<file path="src/rtl/rv32i_pkg.sv">
// Shared RV32I definitions: opcodes, funct3 encodings, memory-stage FSM
// states, fault causes and the access legality / byte-lane helpers.
package rv32i_pkg;

  localparam logic [6:0] OPC_LOAD   = 7'b0000011;
  localparam logic [6:0] OPC_STORE  = 7'b0100011;
  localparam logic [6:0] OPC_OP     = 7'b0110011;
  localparam logic [6:0] OPC_OP_IMM = 7'b0010011;
  localparam logic [6:0] OPC_BRANCH = 7'b1100011;
  localparam logic [6:0] OPC_JAL    = 7'b1101111;
  localparam logic [6:0] OPC_JALR   = 7'b1100111;
  localparam logic [6:0] OPC_LUI    = 7'b0110111;

  typedef enum logic [2:0] {
    F3_LB  = 3'b000,
    F3_LH  = 3'b001,
    F3_LW  = 3'b010,
    F3_LBU = 3'b100,
    F3_LHU = 3'b101
  } load_funct3_e;

  typedef enum logic [2:0] {
    F3_SB = 3'b000,
    F3_SH = 3'b001,
    F3_SW = 3'b010
  } store_funct3_e;

  typedef enum logic [1:0] {
    ST_IDLE = 2'd0,
    ST_REQ  = 2'd1,
    ST_DONE = 2'd2
  } mem_state_e;

  typedef enum logic [1:0] {
    CAUSE_NONE     = 2'd0,
    CAUSE_MISALIGN = 2'd1,
    CAUSE_ILLEGAL  = 2'd2,
    CAUSE_TIMEOUT  = 2'd3
  } fault_cause_e;

  // Classify an access before any bus cycle: illegal funct3 wins over misalignment.
  function automatic fault_cause_e access_cause(input logic       is_load,
                                                input logic [2:0] f3,
                                                input logic [1:0] lo);
    logic legal;
    if (is_load) begin
      legal = (f3 == F3_LB) || (f3 == F3_LH) || (f3 == F3_LW) ||
              (f3 == F3_LBU) || (f3 == F3_LHU);
    end else begin
      legal = (f3 == F3_SB) || (f3 == F3_SH) || (f3 == F3_SW);
    end
    if (!legal) begin
      return CAUSE_ILLEGAL;
    end else if ((f3[1:0] == 2'b01) && lo[0]) begin
      return CAUSE_MISALIGN;
    end else if ((f3[1:0] == 2'b10) && (lo != 2'b00)) begin
      return CAUSE_MISALIGN;
    end else begin
      return CAUSE_NONE;
    end
  endfunction

  // Byte enables for the access size encoded in funct3[1:0].
  function automatic logic [3:0] byte_sel(input logic [1:0] size, input logic [1:0] lo);
    logic [3:0] sel;
    case (size)
      2'b00:   sel = 4'b0001 << lo;
      2'b01:   sel = 4'b0011 << {lo[1], 1'b0};
      default: sel = 4'b1111;
    endcase
    return sel;
  endfunction

endpackage

</file>
<file path="src/rtl/load_extend.sv">
// Load data lane extraction with sign or zero extension for writeback.
module load_extend
  import rv32i_pkg::*;
(
  input  logic [31:0] rdata_i,
  input  logic [1:0]  addr_lo_i,
  input  logic [2:0]  funct3_i,
  output logic [31:0] data_o
);

  logic [31:0] shifted_s;

  // Move the addressed lane down to bit 0, then extend according to the load type.
  always_comb begin
    shifted_s = rdata_i >> {addr_lo_i, 3'b000};
    data_o    = 32'h0000_0000;
    case (funct3_i)
      F3_LB:   data_o = {{24{shifted_s[7]}}, shifted_s[7:0]};
      F3_LH:   data_o = {{16{shifted_s[15]}}, shifted_s[15:0]};
      F3_LW:   data_o = shifted_s;
      F3_LBU:  data_o = {24'h00_0000, shifted_s[7:0]};
      F3_LHU:  data_o = {16'h0000, shifted_s[15:0]};
      default: data_o = 32'h0000_0000;
    endcase
  end

endmodule

</file>
<file path="src/rtl/data_mem_interface.sv">
// RV32I memory-access stage: one req/ack bus transaction per load/store,
// stalling the core until the bus answers, aborting on timeout.
module data_mem_interface
  import rv32i_pkg::*;
#(
  parameter int unsigned TIMEOUT_CYCLES = 255
) (
  input  logic        clk,
  input  logic        rst,
  input  logic [6:0]  opcode,
  input  logic [2:0]  funct3,
  input  logic [31:0] read_address,
  input  logic [31:0] write_address,
  input  logic [31:0] store_data,
  output logic        bus_req,
  output logic        bus_we,
  output logic [31:0] bus_addr,
  output logic [31:0] bus_wdata,
  output logic [3:0]  bus_sel,
  input  logic        bus_ack,
  input  logic [31:0] bus_rdata,
  output logic        stall,
  output logic [31:0] load_data,
  output logic        load_valid,
  output logic        fault,
  output logic [1:0]  fault_cause
);

  // Last REQ cycle index before the access is abandoned.
  localparam logic [15:0] CNT_LAST = 16'(TIMEOUT_CYCLES - 1);

  mem_state_e   state_q, state_d;
  logic [1:0]   addr_lo_q, addr_lo_d;
  logic [2:0]   funct3_q, funct3_d;
  logic         is_load_q, is_load_d;
  logic [15:0]  cnt_q, cnt_d;
  logic [31:0]  bus_addr_q, bus_addr_d;
  logic [31:0]  bus_wdata_q, bus_wdata_d;
  logic [3:0]   bus_sel_q, bus_sel_d;
  logic         bus_we_q, bus_we_d;
  logic [31:0]  load_data_q, load_data_d;
  logic         load_valid_q, load_valid_d;
  logic         fault_q, fault_d;
  fault_cause_e fault_cause_q, fault_cause_d;

  logic         op_load_s;
  logic         mem_op_s;
  logic [31:0]  eff_addr_s;
  fault_cause_e cause_s;
  logic [31:0]  ext_s;

  assign op_load_s  = (opcode == OPC_LOAD);
  assign mem_op_s   = op_load_s || (opcode == OPC_STORE);
  assign eff_addr_s = op_load_s ? read_address : write_address;
  assign cause_s    = access_cause(op_load_s, funct3, eff_addr_s[1:0]);

  load_extend u_load_extend (
    .rdata_i   (bus_rdata),
    .addr_lo_i (addr_lo_q),
    .funct3_i  (funct3_q),
    .data_o    (ext_s)
  );

  // Next-state and datapath decode; result pulses default low so they last one DONE cycle.
  always_comb begin
    state_d       = state_q;
    addr_lo_d     = addr_lo_q;
    funct3_d      = funct3_q;
    is_load_d     = is_load_q;
    cnt_d         = cnt_q;
    bus_addr_d    = bus_addr_q;
    bus_wdata_d   = bus_wdata_q;
    bus_sel_d     = bus_sel_q;
    bus_we_d      = bus_we_q;
    load_data_d   = load_data_q;
    load_valid_d  = 1'b0;
    fault_d       = 1'b0;
    fault_cause_d = CAUSE_NONE;
    case (state_q)
      ST_IDLE: begin
        if (mem_op_s) begin
          addr_lo_d = eff_addr_s[1:0];
          funct3_d  = funct3;
          is_load_d = op_load_s;
          if (cause_s == CAUSE_NONE) begin
            state_d    = ST_REQ;
            cnt_d      = 16'd0;
            bus_addr_d = {eff_addr_s[31:2], 2'b00};
            bus_sel_d  = byte_sel(funct3[1:0], eff_addr_s[1:0]);
            bus_we_d   = ~op_load_s;
            case (funct3[1:0])
              2'b00:   bus_wdata_d = {4{store_data[7:0]}};
              2'b01:   bus_wdata_d = {2{store_data[15:0]}};
              default: bus_wdata_d = store_data;
            endcase
          end else begin
            // Rejected before the bus: straight to DONE with the fault.
            state_d       = ST_DONE;
            fault_d       = 1'b1;
            fault_cause_d = cause_s;
            load_data_d   = 32'h0000_0000;
          end
        end else begin
          state_d = ST_IDLE;
        end
      end
      ST_REQ: begin
        if (bus_ack) begin
          state_d      = ST_DONE;
          load_data_d  = is_load_q ? ext_s : 32'h0000_0000;
          load_valid_d = is_load_q;
        end else if (cnt_q == CNT_LAST) begin
          state_d       = ST_DONE;
          fault_d       = 1'b1;
          fault_cause_d = CAUSE_TIMEOUT;
          load_data_d   = 32'h0000_0000;
        end else begin
          cnt_d = cnt_q + 16'd1;
        end
        if (state_d == ST_DONE) begin
          bus_addr_d  = 32'h0000_0000;
          bus_wdata_d = 32'h0000_0000;
          bus_sel_d   = 4'b0000;
          bus_we_d    = 1'b0;
          cnt_d       = 16'd0;
        end else begin
          bus_we_d = bus_we_q;
        end
      end
      ST_DONE: begin
        state_d = ST_IDLE;
      end
      default: begin
        state_d = ST_IDLE;
      end
    endcase
  end

  // State, latched access and registered outputs, all cleared by synchronous reset.
  always_ff @(posedge clk) begin
    if (rst) begin
      state_q       <= ST_IDLE;
      addr_lo_q     <= 2'b00;
      funct3_q      <= 3'b000;
      is_load_q     <= 1'b0;
      cnt_q         <= 16'd0;
      bus_addr_q    <= 32'h0000_0000;
      bus_wdata_q   <= 32'h0000_0000;
      bus_sel_q     <= 4'b0000;
      bus_we_q      <= 1'b0;
      load_data_q   <= 32'h0000_0000;
      load_valid_q  <= 1'b0;
      fault_q       <= 1'b0;
      fault_cause_q <= CAUSE_NONE;
    end else begin
      state_q       <= state_d;
      addr_lo_q     <= addr_lo_d;
      funct3_q      <= funct3_d;
      is_load_q     <= is_load_d;
      cnt_q         <= cnt_d;
      bus_addr_q    <= bus_addr_d;
      bus_wdata_q   <= bus_wdata_d;
      bus_sel_q     <= bus_sel_d;
      bus_we_q      <= bus_we_d;
      load_data_q   <= load_data_d;
      load_valid_q  <= load_valid_d;
      fault_q       <= fault_d;
      fault_cause_q <= fault_cause_d;
    end
  end

  // Stall is raised combinationally in IDLE so the op is frozen from its first cycle.
  assign stall       = ((state_q == ST_IDLE) && mem_op_s && !rst) || (state_q == ST_REQ);
  assign bus_req     = (state_q == ST_REQ);
  assign bus_we      = bus_we_q;
  assign bus_addr    = bus_addr_q;
  assign bus_wdata   = bus_wdata_q;
  assign bus_sel     = bus_sel_q;
  assign load_data   = load_data_q;
  assign load_valid  = load_valid_q;
  assign fault       = fault_q;
  assign fault_cause = fault_cause_q;

endmodule

</file>
<file path="config.mk">
export PLATFORM = sky130hd
export DESIGN_NAME = data_mem_interface
export DESIGN_NICKNAME = d
export VERILOG_FILES = /design/src/rtl/rv32i_pkg.sv /design/src/rtl/load_extend.sv /design/src/rtl/data_mem_interface.sv
export SDC_FILE = /design/constraint.sdc
export NUM_CORES = 1
export LEC_CHECK = 0
export ABC_AREA = 0
export BUFFER_PORTS_ARGS = -buffer_cell sky130_fd_sc_hd__buf_2
export CAP_MARGIN = 5
export CORE_MARGIN = 3
export CORE_UTILIZATION = 45
export CTS_CLUSTER_DIAMETER = 80
export DETAILED_ROUTE_END_ITERATION = 10
export GPL_TIMING_DRIVEN = 0
export PLACE_DENSITY = 0.81
export SETUP_SLACK_MARGIN = 0.4
export SLEW_MARGIN = 20
export SYNTH_ARGS = -nofsm -noshare
export SYNTH_HDL_FRONTEND = slang
export SYNTH_HIERARCHICAL = 1
export SYNTH_SLANG_ARGS = --single-unit
</file>
<file path="constraint.sdc">
create_clock -name clk -period 4.7 [get_ports clk]
set_clock_uncertainty 0.2 [all_clocks]
set_input_delay 0.235 -clock clk [delete_from_list [all_inputs] [get_ports clk]]
set_output_delay 0.235 -clock clk [all_outputs]
set_load 0.05 [all_outputs]
</file>
==> results.json <==
{
  "cts.htree.levels": 4,
  "crit_chain": "dlygate4sd3_1 -> buf_2 -> nor4_1 -> buf_4 -> buf_2 -> mux2i_1 -> dlygate4sd3_1 -> o32ai_2",
  "tns_ps": 0,
  "dpl.hpwl_mm": 15.41,
  "totalWireLength_mm": 24.03,
  "core_area_mm2": 0.01356,
  "synth_seq_area_share_pct": 39.95,
  "ir_drop_v": 0.0002442,
  "root_buffer": "clkbuf_16",
  "numCtsBuffers": 17,
  "synth_edf_count": 0,
  "netlist_instances": 658,
  "drive_gt1_share_pct": 34.22,
  "ys_types": 70,
  "dpl_cell_area_mm2": 0.007804,
  "timing_worst_setup_path_type": "input port to register",
  "async_flop_share_pct": 0,
  "fin_crit_sh_pct": 57.26,
  "crit_required_ps": 4780,
  "clk_pin_slew_ps": 60,
  "numPortBuffers": 243,
  "placement.setup.worst_slack_ps": 2369,
  "ys_ff_latch": 127,
  "fp.dieH_um": 124.9,
  "ios": 248,
  "powerDensity_mw_per_mm2": 293.1,
  "first_pass_iters": 6,
  "power_leakage_nw": 3.908,
  "status": "finished, final reports clean",
  "worst_path_dominant_cell_family": "buffers and inverters",
  "ys_warn_count": 6,
  "die_x_um": 124.9,
  "antenna_found_initial": 0,
  "tightest_slew_ps": 1125,
  "die_area_mm2": 0.01560,
  "final_max_slew_viol_count": 0,
  "grt_use_total_pct": 29.55,
  "cp.arrival_ps": 2770,
  "avgRoutedWirePerCell_um": 20.08,
  "setup_ws_ps": 2009,
  "drc": 0,
  "ctsResizeCount": 0,
  "num_rows": 42,
  "ant_nets": 0,
  "cp_max_fo": 10,
  "clkSinkCount": 127,
  "slowest_delay_ps": 610,
  "grt_max_degree": 17,
  "syn_avg_cell_area_um2": 9.671,
  "postCtsHoldBufs": 85,
  "rsz0062_at_grt": "false",
  "start_kind": "input port",
  "final_cell_mix": "buf_2 (265), dfxtp_1 (127), dlygate4sd3_1 (86), nand2_1 (81), mux2i_1 (76)",
  "synthesis.area_mm2": 0.006364,
  "final_common_cell": "buf_2",
  "hold_viol_final": 0,
  "via_per_inst": 6.011,
  "cp_num_buf_inv": 5,
  "drtIter0Drc": 899,
  "min_path_type": "input port to register",
  "fin_crit_ps": 2691,
  "area_delta_synth_final_pct": 45.34,
  "synth-main-ff-cell": "dfxtp_1",
  "clk_latency_ps": 420,
  "setup_viol": 0,
  "max_freq_ghz": 0.3716,
  "cp-end-kind": "register",
  "fill_cells": 1020,
  "maxCapViolCount": 0,
  "vias": 7195,
  "max-clock-path-buffers": 2,
  "grt_pass1_wl_mm": 37.56,
  "start_util_pct": 46.94,
  "cts_tree": "yes",
  "final_area_mm2": 0.009249,
  "postCtsSetupBuffers": 0,
  "nNetsFinal": 1150,
  "overflow": 0,
  "cpMaxStageDelayCell": "dlygate4sd3_1",
  "place.gp.congestion": 0.9162,
  "grt_pass1_vias": 7231,
  "relSlewSlack_pct": 24.72
}
-- cells in the mapped netlist (5+ instances only) --
cell type	instances	area share (%)
a211oi_1	17	2.0
mux2i_1	76	12
nor2_1	10	0.59
dfxtp_1	127	40
o21ai_0	25	2.0
o2bb2ai_1	14	1.9
clkbuf_1	17	1.0
nand3_1	10	0.79
o32ai_1	31	4.3
nand2_1	81	4.8
a22o_1	48	6.6
buf_4	8	0.94
nor2b_1	11	1.1
buf_2	22	1.7
o31ai_1	11	1.3
o32ai_2	9	2.3
inv_1	5	0.29
o21ai_1	10	0.79
nand4_1	11	1.1
a21o_1	9	1.1
or4_1	8	0.94
a21oi_1	22	1.7
-- layer usage --
metal / share of wire [%] / GRT usage, % / routed length (um)
met1: 38 / 34.60 / 9023
met2: 49 / 50.35 / 11670
met3: 9.6 / 8.019 / 2311
met4: 4.3 / 13.84 / 1030
met5: 0 / 0 / 0
-- worst paths after layout --
path                            slack, ps                         end  depth (start not counted)                  startpoint
worst max-delay path                 2010   bus_addr[10]$_SDFFE_PP0P_                          8                   opcode[6]
worst min-delay path                   20   bus_addr[29]$_SDFFE_PP0P_                          3            read_address[29]
worst max register to register       2290    bus_addr[4]$_SDFFE_PP0P_                          7       cnt_q[1]$_SDFFE_PP0P_
worst min register to register        270  bus_wdata[13]$_SDFFE_PP0P_                          1  bus_wdata[13]$_SDFFE_PP0P_
-- sequential cells by signal, indices dropped and copies added, names as in the netlist --
signal and cells:
addr_lo_q 2, bus_addr 30, bus_sel 4, bus_wdata 32, bus_we 1, cnt_q 16, fault 1, fault_cause 2
funct3_q 3, is_load_q 1, load_data 32, load_valid 1, state_q 2
-- metrics by stage --
stage                     power, mW  utilization (%)  cells  hold WS (ps)
after floorplan               1.239                -    659         160.5
after global placement        1.345            57.56   1078         242.4
after detailed placement      1.348            57.56   1078         246.6
after CTS                     2.699            68.12   1195         2.071
after global routing          2.779            68.20   1196         6.088
final                         2.711            68.22   1197         19.57
-- layout make-up --
class                      count  area, um2  area share, %
timing repair buffer         329       2077          22.46
tap                          176      220.2          2.381
clock buffer                  19      442.9          4.789
multi-input combinational    471       3505          37.89
buffer                        53      290.3          3.139
sequential                   127       2542          27.49
clock inverter                13      138.9          1.502
antenna                        1      2.502        0.02706
inverter                       8      30.03         0.3247
-- report_power, final --
group | total (mW) | switching, mW | internal (mW)
sequential | 1.08 | 0.00247 | 1.08
combinational | 0.315 | 0.165 | 0.150
clock | 1.31 | 0.519 | 0.795
-- kinds of logic after synthesis --
group	count (synthesis)	synth area share, %
AO/OA/AOI/OAI	218	27.53
AND/OR/NAND/NOR	171	14.77
flip-flops	127	39.95
multiplexers	77	12.13
buffers and inverters	61	5.033
adder cells (fa/ha/maj)	2	0.3932
other	1	0.05893
XOR/XNOR	1	0.1377
-- tightest hold or removal path: cells and delay by family --
| kind | cells | cell delay [ps] |
|---|---|---|
| AO/OA/AOI/OAI | 1 | 100 |
| multiplexers | 1 | 150 |
| buffers and inverters | 1 | 100 |
(Power assumes the default switching activity.)
